<file path="src/rtl/bht_update_queue_pkg.sv">
// -----------------------------------------------------------------------------
// bht_update_queue_pkg
// Shared branch-predictor types and constants for the BHT update queue.
//
// Contents
//   VLEN                    virtual address width (branch PC width)
//   BHT_UPDQ_DEPTH_DEFAULT  default queue depth, shared by frontend and bench
//   bht_update_t            resolved-branch update {valid, pc, taken}
//   bhtq_entry_t            stored queue payload {pc, taken} (valid is implied
//                           by the occupancy count, so it is not stored)
//   is_pow2()               elaboration-time helper for depth checking
// -----------------------------------------------------------------------------
package bht_update_queue_pkg;

    localparam int unsigned VLEN                   = 64;
    localparam int unsigned BHT_UPDQ_DEPTH_DEFAULT = 4;

    typedef struct packed {
        logic            valid;
        logic [VLEN-1:0] pc;
        logic            taken;
    } bht_update_t;

    typedef struct packed {
        logic [VLEN-1:0] pc;
        logic            taken;
    } bhtq_entry_t;

    function automatic logic is_pow2(input int unsigned n);
        return (n != 0) && ((n & (n - 1)) == 0);
    endfunction

endpackage

</file>
<file path="src/rtl/bht_update_queue_if.sv">
// -----------------------------------------------------------------------------
// bht_update_queue_if
// Groups the execute-side push, the BHT-side pop handshake and the queue
// status into one bundle.
//
// Signals
//   flush_i       discard every queued entry
//   bht_update_i  resolved branch from execute; pushed when .valid
//   bht_update_o  head entry; .valid means the queue is non-empty
//   bht_ready_i   BHT accepts bht_update_o this cycle
//   full_o        queue holds DEPTH entries
//   drop_cnt_o    saturating count of updates lost to overflow
//
// Modports
//   slave   the queue itself
//   master  the surrounding pipeline (execute + BHT), or a testbench
// -----------------------------------------------------------------------------
interface bht_update_queue_if
    import bht_update_queue_pkg::*;
#(
    parameter int unsigned DROP_CNT_W = 16
) ();

    logic                  flush_i;
    bht_update_t           bht_update_i;
    bht_update_t           bht_update_o;
    logic                  bht_ready_i;
    logic                  full_o;
    logic [DROP_CNT_W-1:0] drop_cnt_o;

    modport slave (
        input  flush_i,
        input  bht_update_i,
        input  bht_ready_i,
        output bht_update_o,
        output full_o,
        output drop_cnt_o
    );

    modport master (
        output flush_i,
        output bht_update_i,
        output bht_ready_i,
        input  bht_update_o,
        input  full_o,
        input  drop_cnt_o
    );

endinterface

</file>
<file path="src/rtl/bht_update_queue_mem.sv">
// -----------------------------------------------------------------------------
// bht_update_queue_mem
// DEPTH x bhtq_entry_t register array backing the update queue.
//
// Ports
//   clk_i      clock, rising edge
//   we         write enable (push at tail, or coalesce into youngest entry)
//   waddr      write index
//   wdata      entry to write
//   head_addr  index of the oldest entry
//   head_data  asynchronous read of the oldest entry (drives the BHT port)
//   tail_addr  index of the youngest entry (tail - 1)
//   tail_pc    asynchronous read of the youngest entry's PC, for coalescing
// -----------------------------------------------------------------------------
module bht_update_queue_mem
    import bht_update_queue_pkg::*;
#(
    parameter  int unsigned DEPTH = BHT_UPDQ_DEPTH_DEFAULT,
    localparam int unsigned AW    = $clog2(DEPTH)
) (
    input  logic            clk_i,
    input  logic            we,
    input  logic [AW-1:0]   waddr,
    input  bhtq_entry_t     wdata,
    input  logic [AW-1:0]   head_addr,
    output bhtq_entry_t     head_data,
    input  logic [AW-1:0]   tail_addr,
    output logic [VLEN-1:0] tail_pc
);

    bhtq_entry_t mem [DEPTH];

    // NOTE: the payload array has no reset. Occupancy is tracked by the
    // pointers and count, so stale contents are never observed as valid and
    // the array can map onto plain flops or a small RAM without reset wiring.
    always_ff @(posedge clk_i) begin
        if (we) begin
            mem[waddr] <= wdata;
        end
    end

    assign head_data = mem[head_addr];
    assign tail_pc   = mem[tail_addr].pc;

endmodule

</file>
<file path="src/rtl/bht_update_queue.sv">
// -----------------------------------------------------------------------------
// bht_update_queue
// Buffers resolved-branch updates from execute and replays them, one per
// accepted handshake, into the BHT update port. Execute cannot stall, so the
// queue absorbs bursts while the BHT write port is busy; a new update to the
// same PC as the youngest queued entry overwrites that entry's direction in
// place instead of consuming a slot. Overflowing updates are dropped and
// counted in a saturating counter.
//
// Ports
//   clk_i  clock, rising edge
//   rst_i  synchronous reset, active-high; wins over every other input
//   bus    bht_update_queue_if.slave (flush, push, pop handshake, status)
//
// Parameters
//   DEPTH       number of entries; power of two, >= 2
//   DROP_CNT_W  width of the saturating drop counter
//
// Timing
//   An update pushed at edge N is visible on bht_update_o from cycle N+1.
//   bht_update_o is driven from state only; there is no bypass from the input.
// -----------------------------------------------------------------------------
module bht_update_queue
    import bht_update_queue_pkg::*;
#(
    parameter int unsigned DEPTH      = BHT_UPDQ_DEPTH_DEFAULT,
    parameter int unsigned DROP_CNT_W = 16
) (
    input logic                clk_i,
    input logic                rst_i,
    bht_update_queue_if.slave  bus
);

    localparam int unsigned AW = $clog2(DEPTH);

    // Pointers carry one bit beyond the index so full and empty differ.
    typedef logic [AW:0]           ptr_t;
    typedef logic [AW:0]           cnt_t;
    typedef logic [AW-1:0]         idx_t;
    typedef logic [DROP_CNT_W-1:0] drop_t;

    localparam cnt_t FULL_CNT = cnt_t'(DEPTH);

    if (DEPTH < 2 || !is_pow2(DEPTH)) begin : g_bad_depth
        $error("bht_update_queue: DEPTH must be a power of two and at least 2");
    end

    // -------------------------------------------------------------------------
    // State
    // -------------------------------------------------------------------------
    ptr_t  head_q;
    ptr_t  tail_q;
    cnt_t  count_q;
    drop_t drop_cnt_q;

    // -------------------------------------------------------------------------
    // Storage
    // -------------------------------------------------------------------------
    idx_t            head_idx;
    idx_t            tail_idx;
    idx_t            young_idx;
    bhtq_entry_t     head_entry;
    logic [VLEN-1:0] young_pc;
    logic            mem_we;
    idx_t            mem_waddr;
    bhtq_entry_t     mem_wdata;

    assign head_idx  = head_q[AW-1:0];
    assign tail_idx  = tail_q[AW-1:0];
    assign young_idx = tail_idx - idx_t'(1);

    bht_update_queue_mem #(
        .DEPTH (DEPTH)
    ) u_mem (
        .clk_i     (clk_i),
        .we        (mem_we),
        .waddr     (mem_waddr),
        .wdata     (mem_wdata),
        .head_addr (head_idx),
        .head_data (head_entry),
        .tail_addr (young_idx),
        .tail_pc   (young_pc)
    );

    // -------------------------------------------------------------------------
    // Handshake decode
    // -------------------------------------------------------------------------
    logic not_empty;
    logic full;
    logic pop;
    logic push_req;
    logic young_popped;
    logic coalesce;
    logic push;
    logic drop;

    assign not_empty = (count_q != '0);
    assign full      = (count_q == FULL_CNT);
    assign pop       = not_empty & bus.bht_ready_i;
    assign push_req  = bus.bht_update_i.valid;

    // The youngest entry leaves this cycle only when it is also the head.
    // In that case the incoming update must become a fresh entry, otherwise
    // its direction would be lost with the popped slot.
    assign young_popped = pop & (count_q == cnt_t'(1));
    assign coalesce     = push_req & not_empty & ~young_popped &
                          (young_pc == bus.bht_update_i.pc);

    // A full queue still takes a push when a slot frees up the same cycle.
    assign push = push_req & ~coalesce & (~full | pop);
    assign drop = push_req & ~coalesce & full & ~pop;

    // Write port: coalesce rewrites the youngest slot (same PC, new taken),
    // a push fills the slot at tail. A flushed push never lands.
    // NOTE: every signal written in this always_comb gets a default first, so
    // no path through the block leaves a value held and no latch is inferred.
    always_comb begin
        mem_we          = 1'b0;
        mem_waddr       = tail_idx;
        mem_wdata.pc    = bus.bht_update_i.pc;
        mem_wdata.taken = bus.bht_update_i.taken;
        if (!bus.flush_i) begin
            if (coalesce) begin
                mem_we    = 1'b1;
                mem_waddr = young_idx;
            end else if (push) begin
                mem_we    = 1'b1;
            end
        end
    end

    // -------------------------------------------------------------------------
    // Pointers, occupancy and drop counter
    // -------------------------------------------------------------------------
    // NOTE: sequential state uses non-blocking assignments so every register
    // samples the pre-edge values of the others, independent of statement
    // order; blocking assignments here would create order-dependent races.
    always_ff @(posedge clk_i) begin
        if (rst_i) begin
            head_q     <= '0;
            tail_q     <= '0;
            count_q    <= '0;
            drop_cnt_q <= '0;
        end else if (bus.flush_i) begin
            // Any pop this cycle was already sampled by the BHT; the push is
            // discarded and is not an overflow, so drop_cnt_q is untouched.
            head_q  <= '0;
            tail_q  <= '0;
            count_q <= '0;
        end else begin
            if (pop) begin
                head_q <= head_q + ptr_t'(1);
            end
            if (push) begin
                tail_q <= tail_q + ptr_t'(1);
            end
            unique case ({push, pop})
                2'b10:   count_q <= count_q + cnt_t'(1);
                2'b01:   count_q <= count_q - cnt_t'(1);
                default: count_q <= count_q;
            endcase
            if (drop && (drop_cnt_q != '1)) begin
                drop_cnt_q <= drop_cnt_q + drop_t'(1);
            end
        end
    end

    // -------------------------------------------------------------------------
    // Outputs (state only: count, head pointer and the storage array)
    // -------------------------------------------------------------------------
    assign bus.bht_update_o = '{valid: not_empty,
                                pc:    head_entry.pc,
                                taken: head_entry.taken};
    assign bus.full_o       = full;
    assign bus.drop_cnt_o   = drop_cnt_q;

    // -------------------------------------------------------------------------
    // Invariants
    // -------------------------------------------------------------------------
    a_count_bound : assert property (
        @(posedge clk_i) disable iff (rst_i)
        count_q <= FULL_CNT
    );

    a_valid_matches_count : assert property (
        @(posedge clk_i) disable iff (rst_i)
        bus.bht_update_o.valid == (count_q != '0)
    );

    a_ptr_count_consistent : assert property (
        @(posedge clk_i) disable iff (rst_i)
        ptr_t'(tail_q - head_q) == count_q
    );

    a_no_push_and_drop : assert property (
        @(posedge clk_i) disable iff (rst_i)
        !(push && drop) && !(coalesce && (push || drop))
    );

endmodule

</file>
<file path="src/flat_wrapper.sv">
// flat-port wrapper written by rule: the top's interface ports become plain ports
module bht_update_queue_flat import bht_update_queue_pkg::*;
#(
    parameter int unsigned DEPTH      = BHT_UPDQ_DEPTH_DEFAULT,
    parameter int unsigned DROP_CNT_W = 16
)
  (clk_i, rst_i, bus_flush_i, bus_bht_update_i, bus_bht_ready_i, bus_bht_update_o, bus_full_o, bus_drop_cnt_o);
  bht_update_queue_if #(.DROP_CNT_W(DROP_CNT_W)) bus_i ();
  input logic clk_i;
  input logic rst_i;
  input wire logic [$bits(bus_i.flush_i)-1:0] bus_flush_i;
  input wire logic [$bits(bus_i.bht_update_i)-1:0] bus_bht_update_i;
  input wire logic [$bits(bus_i.bht_ready_i)-1:0] bus_bht_ready_i;
  output wire logic [$bits(bus_i.bht_update_o)-1:0] bus_bht_update_o;
  output wire logic [$bits(bus_i.full_o)-1:0] bus_full_o;
  output wire logic [$bits(bus_i.drop_cnt_o)-1:0] bus_drop_cnt_o;
  assign bus_i.flush_i = bus_flush_i;
  assign bus_i.bht_update_i = bus_bht_update_i;
  assign bus_i.bht_ready_i = bus_bht_ready_i;
  assign bus_bht_update_o = bus_i.bht_update_o;
  assign bus_full_o = bus_i.full_o;
  assign bus_drop_cnt_o = bus_i.drop_cnt_o;
  bht_update_queue #(.DEPTH(DEPTH), .DROP_CNT_W(DROP_CNT_W)) u_core (.clk_i(clk_i), .rst_i(rst_i), .bus(bus_i));
endmodule
</file>
<file path="config.mk">
export PLATFORM = sky130hd
export DESIGN_NAME = bht_update_queue_flat
export DESIGN_NICKNAME = d
export VERILOG_FILES = /design/src/rtl/bht_update_queue_pkg.sv /design/src/rtl/bht_update_queue_if.sv /design/src/rtl/bht_update_queue_mem.sv /design/src/rtl/bht_update_queue.sv /design/src/flat_wrapper.sv
export SDC_FILE = /design/constraint.sdc
export NUM_CORES = 1
export LEC_CHECK = 0
export BUFFER_PORTS_ARGS = -buffer_cell sky130_fd_sc_hd__buf_2
export CORE_MARGIN = 2
export CORE_UTILIZATION = 55
export CTS_CLUSTER_SIZE = 12
export DETAILED_ROUTE_END_ITERATION = 16
export PLACE_DENSITY = 0.76
export SETUP_SLACK_MARGIN = 0.15
export SKIP_CTS_REPAIR_TIMING = 1
export SLEW_MARGIN = 20
export SYNTH_ARGS = -nofsm -noshare
export SYNTH_HDL_FRONTEND = slang
export SYNTH_SLANG_ARGS = --single-unit
export TNS_END_PERCENT = 30
</file>
<file path="constraint.sdc">
create_clock -name clk_i -period 9.91 [get_ports clk_i]
set_input_delay 0.4955 -clock clk_i [delete_from_list [all_inputs] [get_ports clk_i]]
set_output_delay 0.4955 -clock clk_i [all_outputs]
set_load 0.005 [all_outputs]
</file>
* Word-level counts from Yosys, hierarchy flattened
Memory sizes are Yosys's and may differ from the RTL's. A register that Yosys moved wholly into a read port is not among the register bits. Index checks and enable logic that the tools add are counted.
Operators by class: equality and inequality tests 6, add/sub/neg operators 6, bitwise logic cells 15, muxes and demuxes 10, reduce and logical (&&, ||, !) cells 5
Operators by type and width (number):
- equality test 64 bit | 1
- adder 16 x 1 -> 16 bit, second input constant | 1
- inequality test 16 bit, second input constant | 1
- adder 3 x 1 -> 3 bit, second input constant | 3
- AND 1 bit | 9
- two-way mux 2 bit | 4
- one-hot mux 3 bit (2 select lines) | 1
- two-way mux 1 bit | 5
- inverter 1 bit | 5
- equality test 3 x 1 -> 1 bit, second input constant | 1
- equality test 3 bit, second input constant | 1
- nonzero test 3 bit | 1
- subtractor 3 x 1 -> 3 bit, second input constant | 1
- equality test 2 x 1 -> 1 bit, second input constant | 1
- equality test 2 bit, second input constant | 1
- AND reduction 2 bit | 1
- nonzero test 2 bit | 1
- OR reduction 2 bit | 1
- subtractor 2 x 1 -> 2 bit, second input constant | 1
- logical AND 1 bit | 1
- OR 1 bit | 1
Storage, ports and cells: input port bits 70, memories kept 1, logic and storage cells 47, output and inout bits 83, RAM bits 260, bits in registers 25
Memories:
- u_core.u_mem.mem | depth 4, width 65, read ports 2, clocked after Yosys merged registers in 1, write ports 1, line bht_update_queue_mem.sv:31 | bhtq_entry_t mem [DEPTH];

* Longest topological paths before layout
depth in word-level cells 14, depth in mapped cells 15, gate-level depth less buffers 11

* Hierarchy
Synthesis repeated with hierarchy kept, for this count alone.
Second synthesis, totals: cells, all modules 695, area total of the unflattened synthesis 13143.9 µm²
Modules (own cells, without submodules):
- bht_update_queue_mem | cells an instance 421, area an instance 11010.6 µm², instances 1, seq. area each 7807.5 µm²
- bht_update_queue | cells an instance 274, area an instance 2133.3 µm², instances 1, seq. area each 460.4 µm²

* Least setup slack after synthesis
OpenSTA, ideal clock, no wires.
path type register -> register, start reg u_core.tail_q[1], end mem u_core.u_mem.mem[3][0] (netlist name) (enable), clock period less this slack 6145 ps, buffers on the path 5, cell stages (with the launch flop) 14, arrival time 5635 ps, library setup time 510 ps, required time 9400 ps, path slack 3765 ps, cell sequence dfxtp_1 -> buf_6 -> buf_12 -> buf_12 -> buf_12 -> mux2i_4 -> o32ai_1 -> nor4b_1 -> nand4_1 -> a2111oi_2 -> nand4_1 -> buf_2 -> or3_1 -> a21oi_1
On the way: longest elaborated chain between the ends 12
RTL lines:
- from (decl) | line bht_update_queue.sv:52 | ptr_t tail_q;
- from (signal assigned) | line bht_update_queue.sv:155 | tail_q <= tail_q + ptr_t'(1);
- subtractor 2 x 1 -> 2 bit | line bht_update_queue.sv:70 | assign young_idx = tail_idx - idx_t'(1);
- memory read (4 x 65 bit)
- equality test 64 bit | line bht_update_queue.sv:107 | (young_pc == bus.bht_update_i.pc);
- AND 1 bit | line bht_update_queue.sv:106 | assign coalesce = push_req & not_empty & ~young_popped &
- inverter 1 bit | line bht_update_queue.sv:110 | assign push = push_req & ~coalesce & (~full | pop);
- AND 1 bit (2 in series) | line bht_update_queue.sv:110
- two-way mux 1 bit | line bht_update_queue.sv:126 | end else if (push) begin
- two-way mux 1 bit | line bht_update_queue.sv:123 | if (coalesce) begin
- two-way mux 1 bit | line bht_update_queue.sv:122 | if (!bus.flush_i) begin
- two-way mux 1 bit | line bht_update_queue_mem.sv:37 | if (we) begin
- two-way mux 1 bit (implied by the code) | line bht_update_queue_mem.sv:38 | mem[waddr] <= wdata;
- to (decl) | line bht_update_queue_mem.sv:31
Several ways; a longest one is shown, not always the timed one.

* Final worst setup path
start reg u_core.tail_q[1], end mem u_core.u_mem.mem[1][60] (netlist name) (enable)
The elaborated chain is that of the path after synthesis.

==> metrics.yaml <==
outcome:
  status: "complete, no violations"
hold_path:
  min_path_cells: 1
  hold_end: "u_core.u_mem.mem[1][0]"
  worstHoldStart: "bus_bht_update_i[0]"
  hold_path_class: "in2reg"
sta:
  setup_viol: 0
  slew_headroom: 0.284
  tns_ps: 0
  finClkSkew_ps: 8.24
  rsz0062_at_grt: "false"
  timing.fmax_mhz: 164
  hold_viol: 0
  drv_slew: 0
  period_minus_slack_ps: 6100
  tightestPinTransition_ps: 1070
  post-route-period-util: 0.616
  whs_ps: 173
detailed_routing:
  first_pass_iters: 5
  wire_per_inst_um: 24.2
  postRouteAntennaNets: 0
  route.final.wire_length_um: 31600
  vias: 8386
  remaining_drc_errors: 0
  drtIter0Drc: 776
  vias_per_cell: 6.43
place:
  portBuffers: 152
  gp_congestion: 0.880
  dp_cells: 1254
  dp_hpwl_um: 20400
  post_dp_cell_area_um2: 14600
yosys:
  syn_avg_cell_area_um2: 16.8
  synthFlopType: "edfxtp_1"
  synthArstFlopShare: 0
  yosys_warnings: 0
  netlist_area_um2: 13700
  ys_seq_area_frac: 0.606
  synth_cell_types: 67
  synth-edff-count: 260
  syn_inst: 818
  synthesis.nets: 893
  ys_ff_latch: 285
layout:
  stdcell_count: 1304
  regArea_um2: 8320
  final_area_um2: 15500
  fin_util: 0.635
  areaGrowthSynthToFinish_pct: 13.1
  nFillCells: 1817
  multi_input_area_um2: 5030
  fin_nets: 1037
  drive_above_1_share: 0.322
die:
  start_util: 0.562
  rows: 57
  die_height_um: 162
  dieArea_um2: 26200
  num_io_pins: 153
  fp.dieW_um: 162
  core_um2: 24400
pwr:
  powerDensity_nw_per_um2: 161
  p_leak_nw: 4.95
  ir_worst_vdd_v: 0.000136
global_routing:
  antenna_found_initial: 3
  grt_pass1_vias: 8381
  grt_pass1_wl_um: 48200
  grt_usage: 0.241
  grt_start_max_net_pins: 66
  grt_overflow: 0
clocking:
  ctsLongestPathBuffers: 3
  numCtsBuffers: 30
  clock-root-buffer: "clkbuf_16"
  cts_sinks: 285
  cts.clk_slew.worst_paths_ps: 60
  clock_latency_ps: 550
  cts_htree_levels: 1
  cts_tree: "done"
setup_path:
  critPathRequiredTime_ps: 10090
  r2r_slack_ps: 3810
  path_cells: "buf_4 > mux4_1 > xnor2_1 > o211ai_1 > a2111oi_0 > and4_1 > nand4_1 > nand3b_1 > a21oi_4 > buf_4"
  cp_slowest_cell: "dfxtp_4"
  end_kind: "register"
  cp-start-kind: "register"
  slowest_delay_ps: 840
  crit_top_cell: "buf_4"
  rr_worst_depth: 10
  cp_max_fo: 43
  arrival_ps: 6280
  reg2reg_from: "u_core.tail_q[1]"
  reg2reg_to: "u_core.u_mem.mem[1][60]"
  path_delay_family: "compound AO/OA/AOI/OAI gates"
  cp_num_buf_inv: 2
  criticalPathCategory: "reg2reg"
flow_run:
  maxCapViolCount: 0
-- worst max-delay path by stage --
stage                          start                      end  cells after the start
global route        u_core.tail_q[1]  u_core.u_mem.mem[1][23]                     10
floorplan           u_core.tail_q[1]   u_core.u_mem.mem[3][0]                     13
finish              u_core.tail_q[1]  u_core.u_mem.mem[1][60]                     10
detailed placement  u_core.tail_q[1]  u_core.u_mem.mem[1][15]                     10
global placement    u_core.tail_q[1]  u_core.u_mem.mem[1][15]                     10
CTS                 u_core.tail_q[1]  u_core.u_mem.mem[1][23]                     10
-- cell families after synthesis --
group,share of synthesized area
flops,0.606
mux,0.220
simple gates,0.0608
compound gates,0.0538
buf+inv,0.0288
xor+xnor,0.0262
fa+ha+maj,0.00457
-- layout make-up --
type,instances,share of cell area
Inverter,17,0.00412
Clock buffer,35,0.0497
Clock inverter,13,0.00468
Multi-Input combinational cell,468,0.325
Antenna cell,2,0.000323
Timing Repair Buffer,160,0.0530
Sequential cell,285,0.537
Tap cell,324,0.0262
-- metrics by stage --
stage          power, mW  setup slack, ps
4_1_cts             2.51             3750
5_1_grt             2.57             3460
3_3_place_gp        1.54             3860
3_5_place_dp        1.54             3750
2_1_floorplan       1.46             3770
6_report            2.50             3810
-- synthesized netlist by cell type (14+ instances only) --
| cell | n | area (um2) |
|---|---|---|
| clkbuf_1 | 16 | 60.1 |
| dfxtp_1 | 25 | 500 |
| mux4_2 | 91 | 2050 |
| nand4_1 | 14 | 87.6 |
| mux2i_1 | 62 | 621 |
| nand2_1 | 20 | 75.1 |
| xnor2_1 | 26 | 228 |
| nor2_1 | 23 | 86.3 |
| xor2_1 | 15 | 131 |
| edfxtp_1 | 260 | 7810 |
| a21oi_1 | 26 | 130 |
| inv_1 | 17 | 63.8 |
-- where the power goes --
group | switching (mW) | internal, mW
registers | 0.0137 | 1.33
logic | 0.0965 | 0.0761
clock network | 0.430 | 0.547
total | 0.540 | 1.95
-- cells in the final DEF (no fill, tap or decap), types with 7 or more instances in the layout --
cell,n
edfxtp_1,260
buf_2,152
mux4_2,91
mux2i_1,62
clkbuf_16,30
xnor2_1,26
a21oi_1,24
nor2_1,23
dfxtp_1,21
nand2_1,20
inv_1,17
xor2_1,15
nand4_1,14
o22ai_1,11
nand3_1,11
nand2b_1,10
nor2b_1,10
o21ai_0,10
or2_2,9
or3_1,9
mux4_1,9
o31ai_1,8
clkinv_1,8
buf_4,8
nor3_1,7
or4_1,7
-- sequential cells by signal, summed over array words and instances, names as in the netlist, named ones only --
signal / flops
u_core.bus.drop_cnt_o: 16
u_core.tail_q: 2
u_core.head_q: 2
u_core.count_q: 3
u_core.u_mem.mem: 260
-- layer usage --
metal	track usage	wire length (um)	up-vias
li1	-	-	3661
met1	0.347	13300	4289
met2	0.381	15100	378
met3	0.0457	2450	56
met4	0.0732	762	2
met5	0	14	-
(Power assumes the default switching activity.)
